File: src/rtl/adc_spi_responder.sv
// SPI responder emulating an AD7928-class ADC: returns {0, channel, sample} per 16-bit frame
// and accepts a control word whose WRITE bit updates ctrl_reg and the next frame's channel.
module adc_spi_responder #(
  parameter int unsigned SYNC_STAGES = 2
) (
  input  logic        CLK,
  input  logic        reset,
  input  logic        ADC_CS_N,
  input  logic        ADC_SCLK,
  input  logic        ADC_DIN,
  output logic        ADC_DOUT,
  input  logic [11:0] sample_in,
  output logic [2:0]  sample_ch,
  output logic [11:0] ctrl_reg,
  output logic        frame_done,
  output logic        frame_err,
  output logic        busy
);

  typedef enum logic [1:0] {
    StIdle,
    StActive,
    StWaitHigh
  } state_e;

  localparam logic [1:0] SettleMax = 2'(SYNC_STAGES);
  localparam logic [4:0] CntFull   = 5'd16;
  localparam logic [4:0] CntSat    = 5'd17;

  state_e state_q, state_d;

  logic [SYNC_STAGES-1:0] sclk_sync_q, cs_sync_q, din_sync_q;
  logic                   sclk_prev_q, cs_prev_q;
  logic                   sclk_s, cs_s, din_s;
  logic                   sclk_fall, cs_fall, cs_rise;

  logic [15:0] tx_q, tx_d;
  logic [15:0] rx_q, rx_d;
  logic [4:0]  cnt_q, cnt_d;
  logic [1:0]  settle_q, settle_d;
  logic        dout_q, dout_d;
  logic [11:0] ctrl_q, ctrl_d;
  logic [2:0]  ch_q, ch_d;
  logic        done_q, done_d;
  logic        err_q, err_d;

  assign sclk_s = sclk_sync_q[SYNC_STAGES-1];
  assign cs_s   = cs_sync_q[SYNC_STAGES-1];
  assign din_s  = din_sync_q[SYNC_STAGES-1];

  assign sclk_fall = sclk_prev_q & ~sclk_s;
  assign cs_fall   = cs_prev_q & ~cs_s;
  assign cs_rise   = ~cs_prev_q & cs_s;

  always_ff @(posedge CLK) begin
    if (reset) begin
      sclk_sync_q <= '1;
      cs_sync_q   <= '1;
      din_sync_q  <= '1;
      sclk_prev_q <= 1'b1;
      cs_prev_q   <= 1'b1;
      state_q     <= StWaitHigh;
      tx_q        <= '0;
      rx_q        <= '0;
      cnt_q       <= '0;
      settle_q    <= '0;
      dout_q      <= 1'b0;
      ctrl_q      <= '0;
      ch_q        <= '0;
      done_q      <= 1'b0;
      err_q       <= 1'b0;
    end else begin
      sclk_sync_q <= {sclk_sync_q[SYNC_STAGES-2:0], ADC_SCLK};
      cs_sync_q   <= {cs_sync_q[SYNC_STAGES-2:0], ADC_CS_N};
      din_sync_q  <= {din_sync_q[SYNC_STAGES-2:0], ADC_DIN};
      sclk_prev_q <= sclk_s;
      cs_prev_q   <= cs_s;
      state_q     <= state_d;
      tx_q        <= tx_d;
      rx_q        <= rx_d;
      cnt_q       <= cnt_d;
      settle_q    <= settle_d;
      dout_q      <= dout_d;
      ctrl_q      <= ctrl_d;
      ch_q        <= ch_d;
      done_q      <= done_d;
      err_q       <= err_d;
    end
  end

  always_comb begin
    state_d  = state_q;
    tx_d     = tx_q;
    rx_d     = rx_q;
    cnt_d    = cnt_q;
    settle_d = settle_q;
    dout_d   = dout_q;
    ctrl_d   = ctrl_q;
    ch_d     = ch_q;
    done_d   = 1'b0;
    err_d    = 1'b0;

    unique case (state_q)
      // The synchronizers come out of reset holding 1; only trust cs_s once they have
      // flushed, otherwise a frame interrupted by reset would look like a fresh CS_N fall.
      StWaitHigh: begin
        dout_d = 1'b0;
        if (settle_q != SettleMax) begin
          settle_d = settle_q + 2'd1;
        end else if (cs_s) begin
          state_d = StIdle;
        end
      end

      StIdle: begin
        dout_d = 1'b0;
        if (cs_fall) begin
          state_d = StActive;
          tx_d    = {1'b0, ch_q, sample_in};
          rx_d    = '0;
          cnt_d   = '0;
          dout_d  = 1'b0;
        end
      end

      StActive: begin
        // CS_N rise takes priority over a coincident SCLK fall.
        if (cs_rise) begin
          state_d = StIdle;
          dout_d  = 1'b0;
          if (cnt_q == CntFull) begin
            done_d = 1'b1;
            if (rx_q[15]) begin
              ctrl_d = rx_q[15:4];
              ch_d   = rx_q[12:10];
            end
          end else begin
            err_d = 1'b1;
          end
        end else if (sclk_fall) begin
          if (cnt_q != CntSat) begin
            cnt_d = cnt_q + 5'd1;
          end
          if (cnt_q < CntFull) begin
            rx_d = {rx_q[14:0], din_s};
          end
          tx_d   = {tx_q[14:0], 1'b0};
          dout_d = tx_q[14];
        end
      end

      default: begin
        state_d = StWaitHigh;
        dout_d  = 1'b0;
      end
    endcase
  end

  assign ADC_DOUT   = dout_q;
  assign sample_ch  = ch_q;
  assign ctrl_reg   = ctrl_q;
  assign frame_done = done_q;
  assign frame_err  = err_q;
  assign busy       = (state_q == StActive);

endmodule

File: config.mk
export PLATFORM = sky130hd
export DESIGN_NAME = adc_spi_responder
export DESIGN_NICKNAME = d
export VERILOG_FILES = /design/src/rtl/adc_spi_responder.sv
export SDC_FILE = /design/constraint.sdc
export NUM_CORES = 1
export LEC_CHECK = 0
export BUFFER_PORTS_ARGS = -buffer_cell sky130_fd_sc_hd__buf_2
export CAP_MARGIN = 20
export CORE_UTILIZATION = 55
export CTS_CLUSTER_DIAMETER = 150
export DETAILED_ROUTE_END_ITERATION = 10
export GPL_TIMING_DRIVEN = 0
export PLACE_DENSITY = 0.81
export SETUP_SLACK_MARGIN = 0.3
export SLEW_MARGIN = 10
export SYNTH_ARGS = -nofsm -noshare
export SYNTH_HDL_FRONTEND = slang
export SYNTH_SLANG_ARGS = --single-unit
File: constraint.sdc
create_clock -name CLK -period 3.11 [get_ports CLK]
set_input_delay 0.7775 -clock CLK [delete_from_list [all_inputs] [get_ports CLK]]
set_output_delay 0.7775 -clock CLK [all_outputs]
set_load 0.02 [all_outputs]
==> summary.txt, run 1 <==
Status
  – Status: complete, no violations

Critical path
  – R2r startpoint: cnt_q[0]
  – Critical path class: flop to primary output
  – CP endpoint kind: primary output
  – Slowest stage cell, crit path: dfxtp_1
  – Crit-path max cell delay: 310 ps
  – Critical path's top delay family: buffers and inverters
  – Worst path required time: 2330 ps
  – CP arrival: 1600 ps
  – Buffers & Inverters on Critical Path: 5
  – Critical Path Source: state_q[0]
  – CP startpoint kind: flop
  – Crit path cell chain: buf_4 > nand2b_1 > inv_2 > buf_4 > buf_2 > buf_2
  – Critical Path Fanout Max: 10

Clock tree
  – Clk Latency, worst-skew pair: 340 ps
  – # H-tree levels: 3
  – Clock Path Buffers: 2
  – Post-CTS setup buffers: 0
  – Clock Sinks: 63
  – CTS tree: built
  – CTS resizes: 0
  – Root Driver: clkbuf_8
  – Clock slew at reported path FFs: 60 ps
  – Number of CTS-inserted buffers: 9
  – Hold-fix buffers, CTS: 0

STA
  – RSZ-0062 raised after global routing: no
  – Slew @ Worst Pin: 634.9 ps
  – Final setup vio count: 0
  – Min cycle time layout: 2374 ps
  – Final Hold Viols: 0
  – Clock Skews: 8.002 ps
  – Fin. max-slew vios: 0
  – Crit share post-route: 0.7635
  – Fmax: 421.1 MHz
  – Setup TNS: 0 ps
  – Max_slew headroom: 0.5767

Floorplan
  – Row cnt: 24
  – Die Wd: 70.06 um
  – Initial Util: 0.5771
  – Core Box Area: 0.004414 sq mm
  – Die Area: 0.004908 sq mm
  – Die height: 70.06 um
  – I/O Pins: 36

Layout
  – Number of nets in the layout: 326
  – Register area: 0.001261 sq mm
  – Most common cell after layout, fill and taps aside: dfxtp_1
  – Area occupied by multi-input gates: 0.001134 sq mm
  – Post-route non-filler standard cell count: 361
  – Finished Cell Area: 0.003013 sq mm
  – Area delta synth->final: 18.27%
  – Commonest non-fill, non-tap cells in the layout: 63 x dfxtp_1, 39 x buf_2, 31 x nor2_1, 31 x nand2_1, 14 x a22o_1
  – Share of layout cells above drive strength 1: 0.2880
  – Ant diodes: 0
  – Max FFs per register: 16
  – Final-layout fill cell count: 338

Synth
  – Synth async-reset ratio: 0
  – Main synth FF type: dfxtp_1
  – Avg Cell Area, Syn: 9.798 sq um
  – Synth area leaders: dfxtp_1 50%, a311oi_2 5.9%, a22o_1 4.8%, mux2i_1 4.7%, nand2_1 4.6%
  – Post-Syn Instances: 260
  – Post-synthesis sequential area ratio: 0.4951
  – Post-synthesis cell type count: 43
  – Xor/xnor share of the synthesized area: 0.003438
  – Mapped cell area: 0.002547 sq mm
  – Post-synth EDFFs: 0
  – Compound-Gate Fraction of Synth Area: 0.1719
  – Syn_nets: 281
  – Post-Synth Simple-Gate Area: 0.2028
  – Largest family of logic cells by synthesized area: simple AND/OR/NAND/NOR gates
  – Share of synthesized area spent on multiplexers: 0.04715
  – Synthesis warning total: 0
  – Synth Area in Adders: 0.01965
  – #FFs+latches synth: 63
  – Yosys top cell by area: dfxtp_1
  – Area share of the largest cell type after synthesis: 0.4951

Detailed routing
  – Vias per cell: 5.651
  – DRC Markers: 0
  – DR WL/cell: 14.32 um
  – Antenna Nets Post-Route: 0
  – DRT Pass-1 Iters: 4
  – Final WL: 5171 um
  – Detailed-route via count: 2040
  – Starting DRC count in detailed routing: 95

Pwr
  – Pwr dens: 590.6 mW/mm^2
  – P_leak: 0.001193 uW
  – VDD IR max: 0.6901 mV

Global route
  – Vias in the first global route: 1873
  – GRT Util Overall: 0.2304
  – Largest net degree at the start of global routing: 11
  – Grt ovf: 0
  – First-pass GRT wire length: 8673 um
  – Initial antenna violation count: 0

Worst hold path
  – Min-Delay Startpoint: sclk_sync_q[0]
  – Worst Hold Class: flop to flop

Place
  – Routability cong.: 0.8217
  – Dpl hpwl: 3504 um
  – Cells after DPL: 346
  – PortBufs: 34
  – Placed cell areas: 0.002783 sq mm

Job
  – Max capacitance violation total: 0
## synth_stat cells, drive strengths merged, types with 2 or more instances
library cell and count:
a21oi 6, a22o 14, a311oi 14, a31oi 2, and2 2, and4 2, buf 15, clkbuf 6
dfxtp 63, ha 4, inv 8, mux2i 12, nand2 31, nand2b 4, nand3 5, nor2 32
nor2b 3, nor3 4, nor4 2, o21ai 6, o32ai 2, or2 8, or3 3
## cells by family after synthesis
kind of cell	after synthesis
adders and majority gates	4
DFF	63
muxes	12
buffers and inverters	29
AOI/OAI and AO/OA	48
and+or+nand+nor	103
xor gates and xnor gates	1
## layout make-up
cell class              instances  share of cell area
well taps                      52             0.02159
flip-flops and latches         63              0.4186
clock buffers                  12             0.05482
plain buffers                  21             0.04070
multi-input cells             168              0.3762
inverters                       8            0.009967
clock inverters                 3             0.02159
repair buffers                 34             0.05648
## metal layers
metal  GRT usage  wire length (um)  part of all wire
met1      0.2928              2394              0.46
met2      0.3632              2428              0.47
met3     0.07792               296             0.057
met4     0.08444                53             0.010
met5           0                 0                 0
## worst paths after layout
path                          to  slack (ps)  cells past startpoint
hold / removal    sclk_sync_q[1]         410                      1
hold reg to reg   sclk_sync_q[1]         410                      1
setup / recovery            busy         740                      6
setup reg to reg     ctrl_reg[6]        1270                      8
## stage by stage
step	setup slack (ps)	hold WS (ps)	power, uW	util
after global routing	577.1	419.3	1848	0.6825
after detailed placement	1067	394.0	993.7	0.6304
after floorplan	1401	389.5	958.7	-
after global placement	1093	391.5	986.3	0.6304
final	735.5	406.8	1780	0.6825
after CTS	712.7	406.3	1793	0.6825
## report_power, final
part / internal (uW) / switching [uW] / leakage, uW
registers: 834 / 17.8 / 0.000510
clock network: 511 / 293 / 0.000118
logic: 54.7 / 69.3 / 0.000564
Power figures use the tool's default switching activity.
==> inputs of run 2 (changes only) <==
--- a/config.mk
+++ b/config.mk
@@ -7,11 +7,11 @@
 export LEC_CHECK = 0
 export BUFFER_PORTS_ARGS = -buffer_cell sky130_fd_sc_hd__buf_2
 export CAP_MARGIN = 20
-export CORE_UTILIZATION = 55
+export CORE_UTILIZATION = 50
 export CTS_CLUSTER_DIAMETER = 150
 export DETAILED_ROUTE_END_ITERATION = 10
 export GPL_TIMING_DRIVEN = 0
-export PLACE_DENSITY = 0.81
+export PLACE_DENSITY = 0.78
 export SETUP_SLACK_MARGIN = 0.3
 export SLEW_MARGIN = 10
 export SYNTH_ARGS = -nofsm -noshare
==> constraint.sdc (replaced) <==
create_clock -name CLK -period 2.1 [get_ports CLK]
set_input_delay 0.525 -clock CLK [delete_from_list [all_inputs] [get_ports CLK]]
set_output_delay 0.525 -clock CLK [all_outputs]
set_load 0.02 [all_outputs]
==> run 2 against run 1 <==
Compared with the run above:
- worst hold slack got worse by 31 ps
- sequential share of layout area decreased by 0.73 points
- sequential cell count did not move
- register-to-register slack got worse by 860 ps
- clock-buffer cell count increased by 2
- via count fell by 0.34%
- non-clock buffer count increased by 7
- critical path type unchanged
==> summary.txt, run 2 (synthesized netlist as in run 1, its figures left out) <==
Critical path
  – Most frequent cell on the critical path: buf_6
  – Reg2Reg Setup Slack: 410 ps (was 1270 ps)
  – Critical Path Source: state_q[0] (unchanged)
  – CP endpoint kind: primary output (unchanged)
  – Critical path's top delay family: buffers and inverters (unchanged)
  – Worst path required time: 1570 ps (was 2330 ps)
  – Critical Path Sink: busy (unchanged)
  – Worst r2r path cells: 8 (unchanged)
  – CP arrival: 1210 ps (was 1600 ps)
  – CP startpoint kind: flop (unchanged)
  – R2r startpoint: cnt_q[0] (unchanged)
  – WP depth: 6 (unchanged)
  – Critical Path Fanout Max: 4 (was 10)
  – Slowest stage cell, crit path: dfxtp_1 (unchanged)
  – R2R Path End: ctrl_reg[6] (unchanged)
  – Crit path cell chain: buf_6 > nand2b_4 > inv_2 > buf_6 > buf_8 > buf_6 (was buf_4 > nand2b_1 > inv_2 > buf_4 > buf_2 > buf_2)
  – Crit-path max cell delay: 310 ps (about the same)
  – Buffers & Inverters on Critical Path: 5 (unchanged)
  – Critical path class: flop to primary output (unchanged)

Layout
  – Most common cell after layout, fill and taps aside: dfxtp_1 (unchanged)
  – Number of nets in the layout: 333 (was 326)
  – Ant diodes: 0 (unchanged)
  – Share of layout cells above drive strength 1: 0.3133 (was 0.2880)
  – Area delta synth->final: 21.32% (was 18.27%)
  – Max FFs per register: 16 (unchanged)
  – Commonest non-fill, non-tap cells in the layout: 59 x dfxtp_1, 36 x buf_2, 31 x nor2_1, 31 x nand2_1, 14 x a22o_1 (was 63 x dfxtp_1, 39 x buf_2, 31 x nor2_1, 31 x nand2_1, 14 x a22o_1)

STA
  – Crit share post-route: 0.8252
  – Min cycle time layout: 1733 ps
  – Fmax: 577.1 MHz
  – RSZ-0062 raised after global routing: yes (was no)
  – Fin. max-slew vios: 0 (unchanged)
  – Final WS setup: 367.1 ps (was 735.5 ps)
  – Final Hold Viols: 0 (unchanged)
  – Final setup vio count: 0 (unchanged)
  – Setup TNS: 0 ps (unchanged)
  – Slew @ Worst Pin: 610.0 ps (was 634.9 ps)
  – Max_slew headroom: 0.5933 (was 0.5767)
  – Clock Skews: 6.091 ps (was 8.002 ps)

Pwr
  – Clock share of power: 0.368 (was 0.452)
  – Comb pwr share: 0.091 (was 0.070)
  – P_leak: 0.001217 uW (was 0.001193 uW)
  – Sw frac: 0.2311 (was 0.2137)
  – VDD IR max: 0.6617 mV (was 0.6901 mV)
  – Share of power burned in registers: 0.541 (was 0.478)
  – Pint: 1790 uW (was 1399 uW)
  – Sw Pwr: 538.2 uW (was 380.2 uW)
  – Pwr dens: 753.5 mW/mm^2 (was 590.6 mW/mm^2)

Clock tree
  – Clock Path Buffers: 2 (unchanged)
  – Root Driver: clkbuf_8 (unchanged)
  – Clk Latency, worst-skew pair: 330 ps (was 340 ps)
  – Clock Sinks: 63 (unchanged)
  – CTS tree: built (unchanged)
  – Clock slew at reported path FFs: 60 ps (about the same)
  – # H-tree levels: 3 (unchanged)
  – Number of CTS-inserted buffers: 9 (unchanged)

Global route
  – Largest net degree at the start of global routing: 11 (unchanged)
  – Vias in the first global route: 1938 (was 1873)
  – First-pass GRT wire length: 8645 um (was 8673 um)
  – GRT Util Overall: 0.2167 (was 0.2304)
  – Grt ovf: 0 (unchanged)
  – Initial antenna violation count: 0 (unchanged)

Floorplan
  – I/O Pins: 36 (unchanged)
  – Die height: 73.38 um (was 70.06 um)
  – Row cnt: 25 (was 24)
  – Die Wd: 73.38 um (was 70.06 um)
  – Initial Util: 0.5288 (was 0.5771)
  – Core Box Area: 0.004817 sq mm (was 0.004414 sq mm)
  – Die Area: 0.005385 sq mm (was 0.004908 sq mm)

Worst hold path
  – Worst Hold Class: primary input to flop (was flop to flop)

Place
  – PortBufs: 34 (unchanged)
  – Routability cong.: 0.7798 (was 0.8217)
  – Dpl ws: 286.9 ps (was 1067 ps)
  – Dpl hpwl: 3582 um (was 3504 um)

Detailed routing
  – Detailed-route via count: 2033 (was 2040)
  – Vias per cell: 5.308 (was 5.651)
  – DRC Markers: 0 (unchanged)
  – Antenna Nets Post-Route: 0 (unchanged)
  – DR WL/cell: 13.63 um (was 14.32 um)
  – DRT Pass-1 Iters: 4 (unchanged)
  – Starting DRC count in detailed routing: 88 (was 95)
  – Final WL: 5219 um (was 5171 um)

Status
  – Status: complete, no violations (unchanged)

Job
  – Max capacitance violation total: 0 (unchanged)
## run 2: cell count changes in the layout (fill, tap and decap cells not counted), moves of 2 or more
cell and change:
clkbuf_1 +4, dfxtp_4 +2, buf_6 +3, dfxtp_1 -4, bufinv_16 -2, buf_2 -3, dfxtp_2 +2, buf_4 +5
clkbuf_8 -2
## run 2: layout make-up
cell class | instances | area (sq um)
well taps | 67 | 83.83
inverters | 8 | 30.03
repair buffers | 41 | 229.0
clock inverters | 1 | 5.005
plain buffers | 21 | 155.1
multi-input cells | 168 | 1164
clock buffers | 14 | 152.6
fillers | 427 | 1727
flip-flops and latches | 63 | 1271
## run 2: routing by layer
layer,global-route usage,share of wire,wire (um),vias to the layer above
met5,0,0,0,-
met4,0.07479,0.012,65,0
met3,0.08368,0.055,288,7
met2,0.3591,0.48,2507,54
met1,0.2564,0.45,2357,957
li1,-,-,-,1015
## run 2: worst register-to-register path, cell delays in order, from the launching register on
cell and delay [ps]:
dfxtp_4 370, inv_1 40, ha_1 180, and4bb_2 250, and4_1 200, buf_4 150
buf_12 150, mux2i_2 180, nor2_1 50
## run 2: worst min-delay path by stage
stage	from	end	slack (ps)	depth (start not counted)
finish	ADC_SCLK	sclk_sync_q[0]	380	2
CTS	ADC_SCLK	sclk_sync_q[0]	360	2
floorplan	cs_sync_q[0]	cs_sync_q[1]	390	1
detailed placement	sclk_sync_q[0]	sclk_sync_q[1]	400	1
global route	ADC_SCLK	sclk_sync_q[0]	360	2
global placement	cs_sync_q[0]	cs_sync_q[1]	390	1
## run 2: what timing repair did
item                                   4_1_cts  5_1_grt
endpoints found under the hold margin        0        0
cloned                                       0        0
hold buffers                                 0        0
setup endpoints to repair                    2       24
buffers inserted                             6        1
gates resized for setup                     10       12
## run 2: power groups by stage
stage | clock (uW) | sequential [uW] | combinational (uW)
after CTS | 878 | 1260 | 212
after global routing | 929 | 1260 | 238
after global placement | 0 | 1290 | 174
after floorplan | 0 | 1280 | 139
final | 858 | 1260 | 212
after detailed placement | 0 | 1290 | 186
## run 2: stage by stage
| step | total power (uW) | hold slack, ps | cell area (sq um) | std cells | util |
|---|---|---|---|---|---|
| global placement | 1460 | 391.2 | 2801 | 361 | 0.5816 |
| CTS | 2350 | 363.8 | 3037 | 382 | 0.6304 |
| floorplan | 1420 | 389.5 | 2547 | 260 | - |
| global route | 2430 | 356.9 | 3090 | 383 | 0.6416 |
| finish | 2329 | 375.4 | 3090 | 383 | 0.6416 |
| detailed placement | 1474 | 400.2 | 2801 | 361 | 0.5816 |
==> inputs of run 3 (changes only) <==
--- a/config.mk
+++ b/config.mk
@@ -7,11 +7,11 @@
 export LEC_CHECK = 0
 export BUFFER_PORTS_ARGS = -buffer_cell sky130_fd_sc_hd__buf_2
 export CAP_MARGIN = 20
-export CORE_UTILIZATION = 50
+export CORE_UTILIZATION = 55
 export CTS_CLUSTER_DIAMETER = 150
 export DETAILED_ROUTE_END_ITERATION = 10
 export GPL_TIMING_DRIVEN = 0
-export PLACE_DENSITY = 0.78
+export PLACE_DENSITY = 0.81
 export SETUP_SLACK_MARGIN = 0.3
 export SLEW_MARGIN = 10
 export SYNTH_ARGS = -nofsm -noshare
==> constraint.sdc (replaced) <==
create_clock -name CLK -period 1.7 [get_ports CLK]
set_input_delay 0.425 -clock CLK [delete_from_list [all_inputs] [get_ports CLK]]
set_output_delay 0.425 -clock CLK [all_outputs]
set_load 0.02 [all_outputs]
==> run 3 against run 2 <==
Compared with the run above:
- cell area increased by 19%
- clock skew increased by 6.8 ps
- critical endpoint is now ctrl_reg[6]
- the flow now finishes with violations (negative setup slack)
- largest power group unchanged
- core utilization increased by 19 points
- combinational power increased by 51%
- power increased by 40%
==> summary.txt, run 3 (synthesized netlist as in run 1, its figures left out) <==
Detailed routing
  – Starting DRC count in detailed routing: 162 (was 88)
  – DR WL/cell: 18.41 um (was 13.63 um)
  – DRT Pass-1 Iters: 4 (unchanged)
  – Antenna Nets Post-Route: 0 (unchanged)
  – Vias per cell: 5.874 (was 5.308)
  – Detailed-route via count: 2338 (was 2033)
  – DRC Markers: 0 (unchanged)
  – Final WL: 7329 um (was 5219 um)

STA
  – Final setup vio count: 1 (was 0)
  – RSZ-0062 raised after global routing: yes (unchanged)
  – Slew @ Worst Pin: 663.8 ps (was 610.0 ps)
  – Fin. max-slew vios: 0 (unchanged)
  – Min cycle time layout: 1701 ps
  – Final WS setup: -0.7074 ps (was 367.1 ps)
  – Crit share post-route: 1.000
  – Fmax: 588.0 MHz
  – Max_slew headroom: 0.5575 (was 0.5933)
  – Final Hold Viols: 0 (unchanged)
  – Clock Skews: 12.88 ps (was 6.091 ps)

Layout
  – Max FFs per register: 16 (unchanged)
  – Ant diodes: 0 (unchanged)
  – Share of layout cells above drive strength 1: 0.4740 (was 0.3133)
  – Post-route non-filler standard cell count: 398 (was 383)
  – Most common cell after layout, fill and taps aside: dfxtp_1 (unchanged)
  – Commonest non-fill, non-tap cells in the layout: 54 x dfxtp_1, 31 x nand2_1, 31 x buf_2 (was 59 x dfxtp_1, 36 x buf_2, 31 x nor2_1, 31 x nand2_1, 14 x a22o_1)
  – Area delta synth->final: 44.94% (was 21.32%)
  – Number of nets in the layout: 362 (was 333)

Job
  – Max capacitance violation total: 0 (unchanged)

Clock tree
  – Clock Sinks: 63 (unchanged)
  – Root Driver: clkbuf_8 (unchanged)
  – Number of CTS-inserted buffers: 9 (unchanged)
  – Clock slew at reported path FFs: 70 ps (was 60 ps)
  – Clk Latency, worst-skew pair: 350 ps (was 330 ps)
  – Hold-fix buffers, CTS: 0 (unchanged)
  – Clock Path Buffers: 2 (unchanged)
  – CTS tree: built (unchanged)
  – # H-tree levels: 3 (unchanged)

Place
  – Routability cong.: 0.8359 (was 0.7798)
  – Cells after DPL: 346 (was 361)
  – Dpl hpwl: 3537 um (was 3582 um)
  – PortBufs: 34 (unchanged)
  – Dpl ws: -5.899 ps (was 286.9 ps)

Critical path
  – Reg2Reg Setup Slack: -0.7 ps (was 410 ps)
  – CP startpoint kind: flop (unchanged)
  – Critical Path Fanout Max: 5 (was 4)
  – Slowest stage cell, crit path: dfxtp_2 (was dfxtp_1)
  – Critical path's top delay family: simple AND/OR/NAND/NOR gates (was buffers and inverters)
  – WP depth: 8 (was 6)
  – CP arrival: 1940 ps (was 1210 ps)
  – Crit-path max cell delay: 330 ps (was 310 ps)
  – Buffers & Inverters on Critical Path: 3 (was 5)
  – Worst path required time: 1940 ps (was 1570 ps)
  – Crit path cell chain: inv_2 > ha_4 > and4bb_2 > and4_4 > buf_6 > buf_8 > mux2i_1 > nor2_1 (was buf_6 > nand2b_4 > inv_2 > buf_6 > buf_8 > buf_6)
  – CP endpoint kind: flop (was primary output)
  – Critical path class: flop to flop (was flop to primary output)
  – Worst r2r path cells: 8 (unchanged)

Pwr
  – Pwr dens: 885.1 mW/mm^2 (was 753.5 mW/mm^2)
  – Total Power: 3268 uW (was 2329 uW)
  – VDD IR max: 0.6295 mV (was 0.6617 mV)
  – P_leak: 0.001479 uW (was 0.001217 uW)

Global route
  – Vias in the first global route: 2164 (was 1938)
  – Grt ovf: 0 (unchanged)
  – Initial antenna violation count: 0 (unchanged)
  – Largest net degree at the start of global routing: 11 (unchanged)
  – First-pass GRT wire length: 10620 um (was 8645 um)
  – GRT Util Overall: 0.2828 (was 0.2167)

Worst hold path
  – Worst Hold Class: primary input to flop (unchanged)
  – WHS Path Cells: 2 (unchanged)

Floorplan
  – Die Area: 0.004908 sq mm (was 0.005385 sq mm)
  – Core Box Area: 0.004414 sq mm (was 0.004817 sq mm)
  – I/O Pins: 36 (unchanged)
  – Row cnt: 24 (was 25)
  – Die Wd: 70.06 um (was 73.38 um)
  – Initial Util: 0.5771 (was 0.5288)
  – Die height: 70.06 um (was 73.38 um)

Status
  – Status: complete, but fails checks (was complete, no violations)
  – Failing checks: negative setup slack
run 3: changes by cell type in the layout (fill, tap and decap cells not counted), moves of 5 or more:
cell	change
buf_6	+24
dfxtp_1	-5
buf_4	+8
o21ai_0	-5
buf_2	-5
run 3: path summary, 6_finish.rpt:
| path | end | startpoint |
|---|---|---|
| hold reg to reg | sclk_sync_q[1] | sclk_sync_q[0] |
| setup / recovery | ctrl_reg[6] | cnt_q[1] |
| setup reg to reg | ctrl_reg[6] | cnt_q[1] |
| hold / removal | din_sync_q[0] | ADC_DIN |
run 3: through the flow:
step	hold slack, ps	cell area, sq um	TNS [ps]	util
2_1_floorplan	389.5	2597	0	-
3_3_place_gp	391.1	2833	0	0.6417
3_5_place_dp	395.4	2833	-5.909	0.6417
4_1_cts	255.4	3406	0	0.7715
5_1_grt	257.6	3692	-256.2	0.8365
6_report	265.2	3692	-0.7074	0.8365
run 3: worst register-to-register path, cell delays in order, from the launching register on:
cell	delay (ps)
dfxtp_2	330
inv_2	70
ha_4	120
and4bb_2	280
and4_4	230
buf_6	130
buf_8	130
mux2i_1	220
nor2_1	70
run 3: where the power goes:
group | switching (uW) | internal (uW) | total [uW]
clock network | 565 | 822 | 1390
logic | 171 | 149 | 320
registers | 37.7 | 1520 | 1560
run 3: per-layer routing:
metal	share of wire	global-route usage	vias up	wire length (um)
met4	0.034	0.1311	0	248
met3	0.056	0.08369	27	412
met2	0.50	0.4509	108	3655
li1	-	-	1081	-
met1	0.41	0.3515	1122	3013
met5	0	0	-	0
run 3: what timing repair did:
item,4_1_cts,5_1_grt
endpoints found under the hold margin,0,0
cloned,4,0
pin swaps,13,33
setup endpoints to repair,54,54
resized for setup,46,56
buffers inserted,23,9
run 3: area by class of cell:
cell class | instances | area [sq um]
Buffer | 21 | 193.9
Clock buffer | 12 | 135.1
Clock inverter | 4 | 70.07
Fill cell | 245 | 721.9
Inverter | 8 | 32.53
Multi-Input combinational cell | 168 | 1368
Sequential cell | 63 | 1282
Tap cell | 52 | 65.06
Timing Repair Buffer | 70 | 545.5
